`src/rtl/single_pkg.sv`:
```
// Shared types and the sign-magnitude ordering used by the single-precision
// min/max reduction blocks.
package single_pkg;

  localparam int FP_W = 32;

  typedef enum logic [1:0] {
    ST_IDLE  = 2'd0,
    ST_ACCUM = 2'd1,
    ST_HOLD  = 2'd2
  } state_t;

  // Raw bit-pattern ordering: NaN and infinity get no special treatment.
  function automatic logic sm_less(input logic [FP_W-1:0] a, input logic [FP_W-1:0] b);
    logic r;
    if (a[FP_W-1] != b[FP_W-1]) begin
      r = a[FP_W-1];
    end else if (!a[FP_W-1]) begin
      r = (a[FP_W-2:0] < b[FP_W-2:0]);
    end else begin
      r = (a[FP_W-2:0] > b[FP_W-2:0]);
    end
    return r;
  endfunction

endpackage

```
`src/rtl/single_less.sv`:
```
// Combinational sign-magnitude "a < b" on single-precision bit patterns.
module single_less
  import single_pkg::*;
(
  input  logic [FP_W-1:0] a,
  input  logic [FP_W-1:0] b,
  output logic            lt
);

  assign lt = sm_less(a, b);

endmodule

```
`src/rtl/single_min_reduce.sv`:
```
// Streaming minimum reduction over single-precision vectors; reports the minimum,
// its earliest position, and an overflow flag when the position counter wraps.
module single_min_reduce
  import single_pkg::*;
#(
  parameter int IDX_W = 10
) (
  input  logic             clk,
  input  logic             rst,
  input  logic             in_valid,
  output logic             in_ready,
  input  logic [FP_W-1:0]  in_data,
  input  logic             in_last,
  output logic             out_valid,
  input  logic             out_ready,
  output logic [FP_W-1:0]  out_min,
  output logic [IDX_W-1:0] out_idx,
  output logic             out_ovf,
  output state_t           dbg_state
);

  // Handshake: a beat moves when in_valid && in_ready, a result when
  // out_valid && out_ready; both ready/valid outputs are registered and
  // never depend combinationally on the opposite side.
  state_t             r_state;
  logic               r_in_ready;
  logic               r_out_valid;
  logic [FP_W-1:0]    r_best;
  logic [IDX_W-1:0]   r_best_idx;
  logic [IDX_W-1:0]   r_count;
  logic               r_ovf;

  logic               w_lt;
  logic               w_in_xfer;
  logic               w_out_xfer;
  logic               w_wrapped;

  single_less u_less (
    .a  (in_data),
    .b  (r_best),
    .lt (w_lt)
  );

  assign w_in_xfer  = in_valid && r_in_ready;
  assign w_out_xfer = r_out_valid && out_ready;
  // In ACCUM the counter only reads zero once the element position has wrapped.
  assign w_wrapped  = (r_count == '0);

  always_ff @(posedge clk or posedge rst) begin
    if (rst) begin
      r_state     <= ST_IDLE;
      r_in_ready  <= 1'b0;
      r_out_valid <= 1'b0;
      r_best      <= '0;
      r_best_idx  <= '0;
      r_count     <= '0;
      r_ovf       <= 1'b0;
    end else begin
      case (r_state)
        ST_IDLE: begin
          r_in_ready <= 1'b1;
          if (w_in_xfer) begin
            r_best     <= in_data;
            r_best_idx <= '0;
            r_count    <= IDX_W'(1);
            r_ovf      <= 1'b0;
            if (in_last) begin
              r_state     <= ST_HOLD;
              r_in_ready  <= 1'b0;
              r_out_valid <= 1'b1;
            end else begin
              r_state <= ST_ACCUM;
            end
          end
        end

        ST_ACCUM: begin
          if (w_in_xfer) begin
            if (w_lt) begin
              r_best     <= in_data;
              r_best_idx <= r_count;
            end
            r_count <= r_count + IDX_W'(1);
            if (w_wrapped) begin
              r_ovf <= 1'b1;
            end
            if (in_last) begin
              r_state     <= ST_HOLD;
              r_in_ready  <= 1'b0;
              r_out_valid <= 1'b1;
            end
          end
        end

        ST_HOLD: begin
          if (w_out_xfer) begin
            r_state     <= ST_IDLE;
            r_in_ready  <= 1'b1;
            r_out_valid <= 1'b0;
          end
        end

        default: begin
          r_state     <= ST_IDLE;
          r_in_ready  <= 1'b0;
          r_out_valid <= 1'b0;
        end
      endcase
    end
  end

  assign in_ready  = r_in_ready;
  assign out_valid = r_out_valid;
  assign out_min   = r_best;
  assign out_idx   = r_best_idx;
  assign out_ovf   = r_ovf;
  assign dbg_state = r_state;

endmodule
```
`config.mk`:
```
export PLATFORM = sky130hd
export DESIGN_NAME = single_min_reduce
export DESIGN_NICKNAME = d
export VERILOG_FILES = /design/src/rtl/single_pkg.sv /design/src/rtl/single_less.sv /design/src/rtl/single_min_reduce.sv
export SDC_FILE = /design/constraint.sdc
export NUM_CORES = 1
export LEC_CHECK = 0
export CORE_MARGIN = 2
export CORE_UTILIZATION = 65
export DETAILED_ROUTE_END_ITERATION = 12
export DONT_BUFFER_PORTS = 1
export GPL_ROUTABILITY_DRIVEN = 0
export PLACE_DENSITY = 0.81
export SLEW_MARGIN = 25
export SYNTH_ARGS = -nofsm -noshare
export SYNTH_HDL_FRONTEND = slang
export SYNTH_HIERARCHICAL = 1
export SYNTH_SLANG_ARGS = --single-unit
```
`constraint.sdc`:
```
create_clock -name clk -period 4.65 [get_ports clk]
set_input_delay 0.6975 -clock clk [delete_from_list [all_inputs] [get_ports clk]]
set_output_delay 0.6975 -clock clk [all_outputs]
set_load 0.05 [all_outputs]
```
==> results of run 1 <==
-- power groups by stage --
stage               sequential [mW]  clock [mW]  combinational, mW
floorplan                      1.44           0              0.857
global placement               1.50           0              0.895
detailed placement             1.50           0              0.940
CTS                            1.50       0.466              0.959
global route                   1.52       0.487               1.07
finish                         1.49       0.454              0.956
-- worst reg2reg max path, stage by stage (launching register included) --
cell and delay (ps):
dfrtp_1 680, inv_1 90, ha_1 330, nand4_1 210, nor4_4 390, nand2_1 120
o211ai_1 150, a22oi_1 130, o22ai_1 150, o21a_2 600, buf_12 290, mux2_2 360
-- area by class of cell --
cell class | instances | area share (%)
Tap cell | 70 | 2.434
Clock buffer | 10 | 3.825
Multi-Input combinational cell | 196 | 46.94
Clock inverter | 6 | 1.599
Timing Repair Buffer | 2 | 0.7650
Inverter | 46 | 4.798
Sequential cell | 57 | 39.64
-- state kept, by name, indices dropped and copies added, names as in the netlist --
register   cells
r_count       10
out_ovf        1
out_idx       10
out_valid      1
out_min       32
dbg_state      2
in_ready       1
-- per-stage QoR --
step	power [mW]	hold WS, ps
detailed placement	2.445	575.8
global route	3.076	439.0
global placement	2.391	570.1
CTS	2.921	436.1
finish	2.904	436.9
floorplan	2.293	529.8
-- cell families (layout without fill, tap and decap cells) --
group	after synthesis	count (layout)	share of synthesized area (%)
AOI/OAI and AO/OA	52	52	9.498
muxes	42	42	16.93
DFF	57	57	42.13
and+or+nand+nor	69	69	11.23
buffers and inverters	54	64	8.019
adders and majority gates	33	33	12.20
-- routing by layer --
metal / routed length [um] / vias up
met4: 163 / 0
met1: 2844 / 1123
li1: - / 1088
met5: 0 / -
met2: 3051 / 94
met3: 545 / 15
-- placed cells by master, fill, tap and decap left out, types with 2 or more instances in the layout --
cell type and instances:
a21oi_1 19, or3_1 4, nand4_1 9, mux2i_1 10
o31ai_1 4, a211oi_1 2, a21oi_2 2, dfrtp_1 57
nand3_1 5, mux2_2 2, o21ai_0 15, nand2_1 27
clkbuf_8 10, nand3b_1 2, ha_1 33, a221oi_1 2
clkinv_2 4, inv_1 45, mux2_4 30, nor3_1 2
or4_1 3, nor2_1 8
-- how the worst max path moves through the flow --
stage                                    endpoint  cells after the start                     from  slack (ps)
final                     out_min[31]$_DFFE_PP0P_                     11  out_min[26]$_DFFE_PP0P_        1040
after global routing      out_min[31]$_DFFE_PP0P_                     11  out_min[13]$_DFFE_PP0P_         760
after CTS                  out_min[5]$_DFFE_PP0P_                     11  out_min[26]$_DFFE_PP0P_        1040
after detailed placement   out_min[5]$_DFFE_PP0P_                     11  out_min[26]$_DFFE_PP0P_        1070
after global placement     out_min[5]$_DFFE_PP0P_                     11  out_min[30]$_DFFE_PP0P_        1230
after floorplan            out_min[0]$_DFFE_PP0P_                     12  out_min[29]$_DFFE_PP0P_        1880
==> flow_metrics.py, run 1 <==
metrics = {
    "status": {
        "outcome": "finished clean",
    },
    "clock_network": {
        "cts-buffers-inserted": 9,
        "cts_max_level": 3,
        "cts.sinks": 57,
        "ctsResizeCount": 0,
        "clkTransAtPathRegs_ps": 70,
        "root_buffer": "clkbuf_8",
        "insertion_delay_ps": 340,
        "clockBufferDepth": 2,
        "post_cts_buffers": 0,
        "ctsHoldBuffers": 0,
        "cts_tree": "built",
    },
    "grt": {
        "grt_use_met3_pct": 9.005,
        "grt_pass1_wl_um": 11010,
        "grt.total_usage_pct": 24.40,
        "grt_max_degree": 58,
        "antenna_found_initial": 0,
        "top_usage_layer": "met2",
        "grt_pass1_vias": 2326,
        "use_met2_pct": 37.86,
        "use_met1_pct": 29.55,
        "gr-total-overflow": 0,
    },
    "timing": {
        "rsz0062_at_grt": "false",
        "hold_violations": 0,
        "fin_ws_ps": 1039,
        "setup_violations": 0,
        "setup_tns_ps": 0,
        "final.period_utilization_pct": 77.67,
        "relSlewSlack_pct": 53.02,
        "worst_pin_slew_ps": 704.7,
        "final.min_clock_period_ps": 3611,
        "finClkSkew_ps": 10.68,
        "timing.final.max_slew_violations": 0,
        "clock.fmax_ghz": 0.2769,
    },
    "cells_and_area": {
        "register_area_um2": 1426,
        "fin_cells": 387,
        "multiInputGateArea_um2": 1689,
        "drive_above_1_share_pct": 18.61,
        "fin_util_pct": 70.91,
        "nNetsFinal": 382,
        "fill_cells": 359,
        "insertedDiodeCount": 0,
        "syn2layout_area_growth_pct": 6.282,
        "post-route-cell-area_um2": 3598,
    },
    "place": {
        "dpl_worst_slack_ps": 1067,
        "hpwl_um": 4679,
        "portBuffers": 0,
        "place_area_um2": 3403,
        "post-place-cells": 371,
    },
    "setup_path": {
        "r2r_cells": 11,
        "cp_slowest_cell": "dfrtp_1",
        "cp_cell_sequence": "inv_1 -> ha_1 -> nand4_1 -> nor4_4 -> nand2_1 -> o211ai_1 -> a22oi_1 -> o22ai_1 -> o21a_2 -> buf_12 -> mux2_2",
        "reg2reg_slack_ps": 1040,
        "cp-end-kind": "register",
        "path_delay_family": "compound AO/OA/AOI/OAI gates",
        "critPathBufInv": 2,
        "cp_slowest_stage_delay_ps": 680,
        "start_kind": "register",
        "required_ps": 4870,
        "worstReg2RegEnd": "out_min[31]$_DFFE_PP0P_",
        "critPathKind": "reg -> reg",
        "crit_path_max_fanout": 22,
        "r2r_start": "out_min[26]$_DFFE_PP0P_",
        "crit_arrival_ps": 3830,
    },
    "routing": {
        "wl_per_cell_um": 17.07,
        "via_per_inst": 5.995,
        "ant_nets": 0,
        "vias": 2320,
        "firstDrtPassIters": 4,
        "drc": 0,
        "wl_um": 6605,
        "drt_iter0_drc": 135,
    },
    "synthesis": {
        "ys_types": 42,
        "async_flop_share_pct": 100.0,
        "yosysTopAreaCell": "dfrtp_1",
        "yosysSeqAreaShare_pct": 42.13,
        "syn_area_per_cell_um2": 11.03,
        "synthesis.area_um2": 3386,
        "yosysMostFrequentCell": "dfrtp_1",
        "ys.flop_type": "dfrtp_1",
        "synthCells": 307,
        "syn_nets": 377,
        "yosysWarnings": 6,
        "synth_top_area_share_pct": 42.13,
        "synthTopCellsByCount": "57 x dfrtp_1, 46 x inv_1, 33 x ha_1",
        "synth.area.top_cells": "dfrtp_1 42%, mux2_4 13%, ha_1 12%",
        "synth_edf_count": 0,
        "ys_ff_latch": 57,
    },
    "die": {
        "pin_count": 84,
        "rows": 26,
        "dieArea_um2": 5802,
        "core_area_um2": 5075,
        "die_height_um": 76.17,
        "start_util_pct": 66.72,
        "fp.dieW_um": 76.17,
    },
    "power_and_ir_drop": {
        "swShare_pct": 50.45,
        "power_frac_seq_pct": 51.5,
        "power.share.combinational_pct": 32.9,
        "powerDensity_nw_per_um2": 807.1,
        "power_frac_clock_pct": 15.6,
        "p_leak_nw": 1.716,
        "p_sw_mw": 1.465,
        "internal_power_mw": 1.439,
        "vdd_drop_max_mv": 0.5448,
    },
    "flow_run": {
        "drv_cap": 0,
    },
    "worst_hold_path": {
        "hp-class": "in -> async",
    },
}
Power figures use the tool's default switching activity.
==> inputs of run 2 (changes only) <==
Settings changed: CORE_UTILIZATION 65 to 64, PLACE_DENSITY 0.81 to 0.8.
Clock period 4.65 ns to 3.6 ns, I/O delays scaled along.
==> run 2 against run 1 <==
  * Maximum frequency grew 17%
  * Count of clock-buffer cells in the layout up 3
  * Critical path depth is the same
  * Utilization rose by 1.8 points
  * Global-route usage down 0.097 points
  * Non-clock buffer count increased by 17
  * Setup slack got worse by 520 ps
  * Sequential cell count is the same
  * Routed wire length is essentially flat
  * Power rose by 32%
  * Clock skew decreased by 7.3 ps
  * Hold slack worse by 240 ps
==> flow_metrics.py, run 2 (same netlist as run 1, synthesis figures left out) <==
metrics = {
    "grt": {
        "grt_use_met3_pct": 7.059,
        "grt_pass1_wl_um": 11210,
        "grt.total_usage_pct": 24.31,
        "top_usage_layer": "met2",
        "gr-total-overflow": 0,
        "grt_pass1_vias": 2416,
        "antenna_found_initial": 0,
        "use_met2_pct": 38.33,
        "use_met1_pct": 30.90,
        "grt_max_degree": 36,
    },
    "timing": {
        "worst_pin_slew_ps": 733.7,
        "finClkSkew_ps": 3.343,
        "hold_violations": 0,
        "final.min_clock_period_ps": 3077,
        "rsz0062_at_grt": "false",
        "setup_tns_ps": 0,
        "setup_violations": 0,
        "relSlewSlack_pct": 51.09,
        "final.period_utilization_pct": 85.46,
        "timing.final.max_slew_violations": 0,
        "clock.fmax_ghz": 0.3250,
    },
    "cells_and_area": {
        "nNetsFinal": 399,
        "fin_cells": 403,
        "syn2layout_area_growth_pct": 9.645,
        "drive_above_1_share_pct": 22.22,
        "fill_cells": 359,
        "final_common_cell": "dfrtp_1",
        "largest_reg_flops": 32,
        "post-route-cell-area_um2": 3712,
        "insertedDiodeCount": 0,
        "layout_common_cells": "57 x dfrtp_1, 45 x inv_1, 33 x ha_1",
    },
    "setup_path": {
        "cp_slowest_cell": "dfrtp_1",
        "required_ps": 3820,
        "r2r_cells": 11,
        "critPathCapture": "out_min[29]$_DFFE_PP0P_",
        "reg2reg_slack_ps": 520,
        "critPathKind": "reg -> reg",
        "critPathBufInv": 2,
        "crit_path_max_fanout": 22,
        "worstReg2RegEnd": "out_min[29]$_DFFE_PP0P_",
        "cp.depth": 11,
        "cp_cell_sequence": "inv_1 -> ha_1 -> nand4_1 -> nor4_4 -> nand2_1 -> o211ai_1 -> a22oi_1 -> o22ai_1 -> o21a_2 -> buf_12 -> mux2_4",
        "cp_slowest_stage_delay_ps": 650,
        "cp-end-kind": "register",
        "path_delay_family": "compound AO/OA/AOI/OAI gates",
        "r2r_start": "out_min[23]$_DFFE_PP0P_",
        "start_kind": "register",
        "worstSetupStartpoint": "out_min[23]$_DFFE_PP0P_",
        "crit_arrival_ps": 3300,
    },
    "die": {
        "die_height_um": 76.74,
        "core_area_um2": 5107,
        "dieArea_um2": 5888,
        "start_util_pct": 66.29,
        "rows": 26,
        "pin_count": 84,
        "fp.dieW_um": 76.74,
    },
    "flow_run": {
        "drv_cap": 0,
    },
    "clock_network": {
        "cts_max_level": 3,
        "clockBufferDepth": 2,
        "ctsResizeCount": 0,
        "clkTransAtPathRegs_ps": 60,
        "cts_tree": "built",
        "cts.sinks": 57,
        "insertion_delay_ps": 330,
        "cts-buffers-inserted": 9,
        "root_buffer": "clkbuf_8",
        "ctsHoldBuffers": 0,
        "post_cts_buffers": 0,
    },
    "place": {
        "hpwl_um": 5025,
        "post-place-cells": 388,
        "portBuffers": 0,
        "place_area_um2": 3531,
    },
    "power_and_ir_drop": {
        "powerDensity_nw_per_um2": 1036,
        "p_leak_nw": 1.788,
        "vdd_drop_max_mv": 0.7491,
        "p_total_mw": 3.845,
    },
    "routing": {
        "wl_per_cell_um": 16.40,
        "ant_nets": 0,
        "vias": 2330,
        "drt_iter0_drc": 87,
        "drc": 0,
        "wl_um": 6611,
        "firstDrtPassIters": 4,
        "via_per_inst": 5.782,
    },
    "worst_hold_path": {
        "hp-class": "in -> async",
    },
    "status": {
        "outcome": "finished clean",
    },
}
run 2: cell types whose count changed in the layout (fill, tap and decap cells not counted), sizes merged:
| cell | previous run | this run |
|---|---|---|
| clkbuf | 10 | 13 |
| clkinv | 4 | 1 |
| bufinv | 1 | 0 |
| buf | 2 | 19 |
run 2: per-layer routing:
metal / vias up / wire [um]
met2: 68 / 3133
li1: 1115 / -
met5: - / 0
met3: 10 / 479
met1: 1137 / 2879
met4: 0 / 118
run 2: final cells by class:
| class | count | area (um^2) | area share, % |
|---|---|---|---|
| clock buffer | 13 | 168.9 | 4.550 |
| clock inverter | 2 | 12.51 | 0.3370 |
| inverter | 46 | 172.7 | 4.651 |
| multi-input combinational | 196 | 1689 | 45.50 |
| sequential | 57 | 1426 | 38.42 |
| tap | 70 | 87.58 | 2.359 |
| timing repair buffer | 19 | 155.1 | 4.179 |
run 2: worst min path at each step:
stage | startpoint | endpoint | slack (ps) | depth (start not counted)
floorplan | r_count[2]$_DFFE_PP0P_ | r_count[2]$_DFFE_PP0P_ | 530 | 1
global placement | rst | out_min[28]$_DFFE_PP0P_ | 560 | 1
detailed placement | r_count[9]$_DFFE_PP0P_ | r_count[9]$_DFFE_PP0P_ | 580 | 2
CTS | rst | out_min[28]$_DFFE_PP0P_ | 220 | 1
global route | rst | out_min[17]$_DFFE_PP0P_ | 260 | 1
finish | rst | out_min[28]$_DFFE_PP0P_ | 200 | 1
run 2: power breakdown:
part           internal [mW]  switching [mW]  leakage [nW]  total [mW]
registers              0.872           0.716         0.711        1.59
clock network          0.301           0.248        0.0915       0.550
logic                  0.770           0.937         0.986        1.71
run 2: metrics by stage:
stage,worst slack [ps],utilization (%),hold WS (ps)
2_1_floorplan,826.8,-,529.8
3_3_place_gp,554.2,69.13,563.6
3_5_place_dp,506.5,69.13,575.3
4_1_cts,496.6,72.69,222.9
5_1_grt,349.1,72.69,259.0
6_report,523.4,72.69,200.9
==> inputs of run 3 (changes only) <==
Settings changed: CELL_PAD_IN_SITES_DETAIL_PLACEMENT set to 1, CELL_PAD_IN_SITES_GLOBAL_PLACEMENT set to 1, CORE_UTILIZATION 64 to 49, PLACE_DENSITY 0.8 to not set, PLACE_DENSITY_LB_ADDON set to 0.1.
==> run 3 against run 2 <==
  * Cell area grew 1.2%
  * First-iteration DRC count down 37%
  * Die area up 29%
  * Setup slack better by 43 ps
  * Sequential share of layout area decreased by 0.46 points
  * Sequential power is 8% lower
  * Count of clock-buffer cells in the layout down 1
  * Cell count is 3.5% higher
  * Largest cell class unchanged
  * Highest routed layer unchanged
  * Clock skew increased by 3.6 ps
==> flow_metrics.py, run 3 (same netlist as run 1, synthesis figures left out) <==
metrics = {
    "power_and_ir_drop": {
        "power_frac_seq_pct": 37.4,
        "swShare_pct": 48.91,
        "powerDensity_nw_per_um2": 1050,
        "internal_power_mw": 2.014,
        "p_sw_mw": 1.929,
        "p_total_mw": 3.943,
        "power_frac_clock_pct": 15.4,
        "vdd_drop_max_mv": 0.4221,
        "p_leak_nw": 1.815,
        "power.share.combinational_pct": 47.2,
    },
    "grt": {
        "grt_max_degree": 46,
        "gr-total-overflow": 0,
        "grt_pass1_vias": 2599,
        "grt_pass1_wl_um": 12540,
        "antenna_found_initial": 0,
        "grt.total_usage_pct": 21.67,
    },
    "clock_network": {
        "post_cts_buffers": 0,
        "root_buffer": "clkbuf_8",
        "cts_tree": "built",
        "insertion_delay_ps": 340,
        "clkTransAtPathRegs_ps": 70,
        "clockBufferDepth": 2,
        "cts.sinks": 57,
        "ctsHoldBuffers": 0,
        "ctsResizeCount": 0,
        "cts-buffers-inserted": 9,
        "cts_max_level": 3,
    },
    "timing": {
        "setup_tns_ps": 0,
        "setup_violations": 0,
        "rsz0062_at_grt": "false",
        "timing.final.max_slew_violations": 0,
        "clock.fmax_ghz": 0.3296,
        "finClkSkew_ps": 6.956,
        "hold_violations": 0,
        "final.min_clock_period_ps": 3034,
        "relSlewSlack_pct": 46.77,
        "final.period_utilization_pct": 84.27,
        "worst_pin_slew_ps": 797.6,
        "whs_ps": 202.8,
    },
    "routing": {
        "drt_iter0_drc": 55,
        "wl_per_cell_um": 18.35,
        "firstDrtPassIters": 3,
        "wl_um": 7653,
        "via_per_inst": 5.674,
        "ant_nets": 0,
        "vias": 2366,
        "drc": 0,
    },
    "setup_path": {
        "r2r_cells": 11,
        "start_kind": "register",
        "cp-end-kind": "register",
        "critPathKind": "reg -> reg",
        "crit_arrival_ps": 3260,
        "required_ps": 3820,
        "crit_path_max_fanout": 15,
    },
    "cells_and_area": {
        "layout_common_cells": "57 x dfrtp_1, 45 x inv_1, 33 x ha_1",
        "nNetsFinal": 403,
        "final_common_cell": "dfrtp_1",
        "largest_reg_flops": 32,
        "post-route-cell-area_um2": 3757,
        "insertedDiodeCount": 0,
        "drive_above_1_share_pct": 23.15,
        "register_area_um2": 1426,
        "multiInputGateArea_um2": 1689,
        "fin_util_pct": 55.61,
        "syn2layout_area_growth_pct": 10.98,
        "fill_cells": 740,
    },
    "die": {
        "die_height_um": 87.13,
        "start_util_pct": 50.11,
        "dieArea_um2": 7591,
        "fp.dieW_um": 87.13,
        "rows": 30,
        "core_area_um2": 6756,
        "pin_count": 84,
    },
    "place": {
        "place_area_um2": 3561,
        "portBuffers": 0,
        "hpwl_um": 5773,
    },
    "status": {
        "outcome": "finished clean",
    },
    "worst_hold_path": {
        "hp-class": "in -> async",
    },
    "flow_run": {
        "drv_cap": 0,
    },
}
## run 3: cell types whose count changed in the layout (fill, tap and decap cells not counted)
| cell | previous run | this run |
|---|---|---|
| bufinv_16 | 0 | 1 |
| clkinvlp_4 | 1 | 0 |
| buf_12 | 1 | 0 |
| clkinv_2 | 1 | 3 |
| inv_2 | 1 | 0 |
| clkbuf_8 | 12 | 11 |
| buf_4 | 18 | 23 |
## run 3: critical path, cell delays in order, from the launching register on
cell and delay (ps):
dfrtp_1 680, inv_1 100, ha_1 290, nand2_1 40, nor3_1 370, o31ai_1 170
a21oi_2 180, a22oi_1 80, o22ai_1 170, o21a_2 170, buf_4 290, mux2_2 370
## run 3: path summary, 6_finish.rpt
path | start | end | slack (ps)
max in group asynchronous | rst | out_min[1]$_DFFE_PP0P_ | 2700
max reg2reg | out_min[7]$_DFFE_PP0P_ | out_min[5]$_DFFE_PP0P_ | 570
min | rst | out_min[29]$_DFFE_PP0P_ | 200
min reg2reg | r_count[9]$_DFFE_PP0P_ | r_count[9]$_DFFE_PP0P_ | 580
max | out_min[7]$_DFFE_PP0P_ | out_min[5]$_DFFE_PP0P_ | 570
min in group clk | in_last | in_ready$_DFFE_PP0P_ | 300
## run 3: area by class of cell
cell class | instances | area share (%)
Timing Repair Buffer | 23 | 4.595
Multi-Input combinational cell | 196 | 44.96
Clock buffer | 12 | 4.129
Inverter | 46 | 4.629
Sequential cell | 57 | 37.96
Tap cell | 80 | 2.664
Clock inverter | 3 | 1.066
## run 3: power groups by stage
stage	clock network (mW)	logic, mW	registers [mW]
2_1_floorplan	0	1.11	1.85
3_3_place_gp	0	1.82	1.48
3_5_place_dp	0	1.87	1.49
4_1_cts	0.624	1.89	1.48
5_1_grt	0.651	2.04	1.52
6_report	0.608	1.86	1.47
## run 3: per-layer routing
layer | track usage, % | wire length (um)
met2 | 35.88 | 3744
met3 | 6.919 | 514
met4 | 9.371 | 126
met5 | 0 | 0
met1 | 25.87 | 3267
## run 3: metrics by stage
step | cells | setup WS, ps
after floorplan | 307 | 826.8
after global placement | 402 | 693.3
after detailed placement | 402 | 586.1
after CTS | 417 | 561.4
after global routing | 417 | 363.9
final | 417 | 566.2
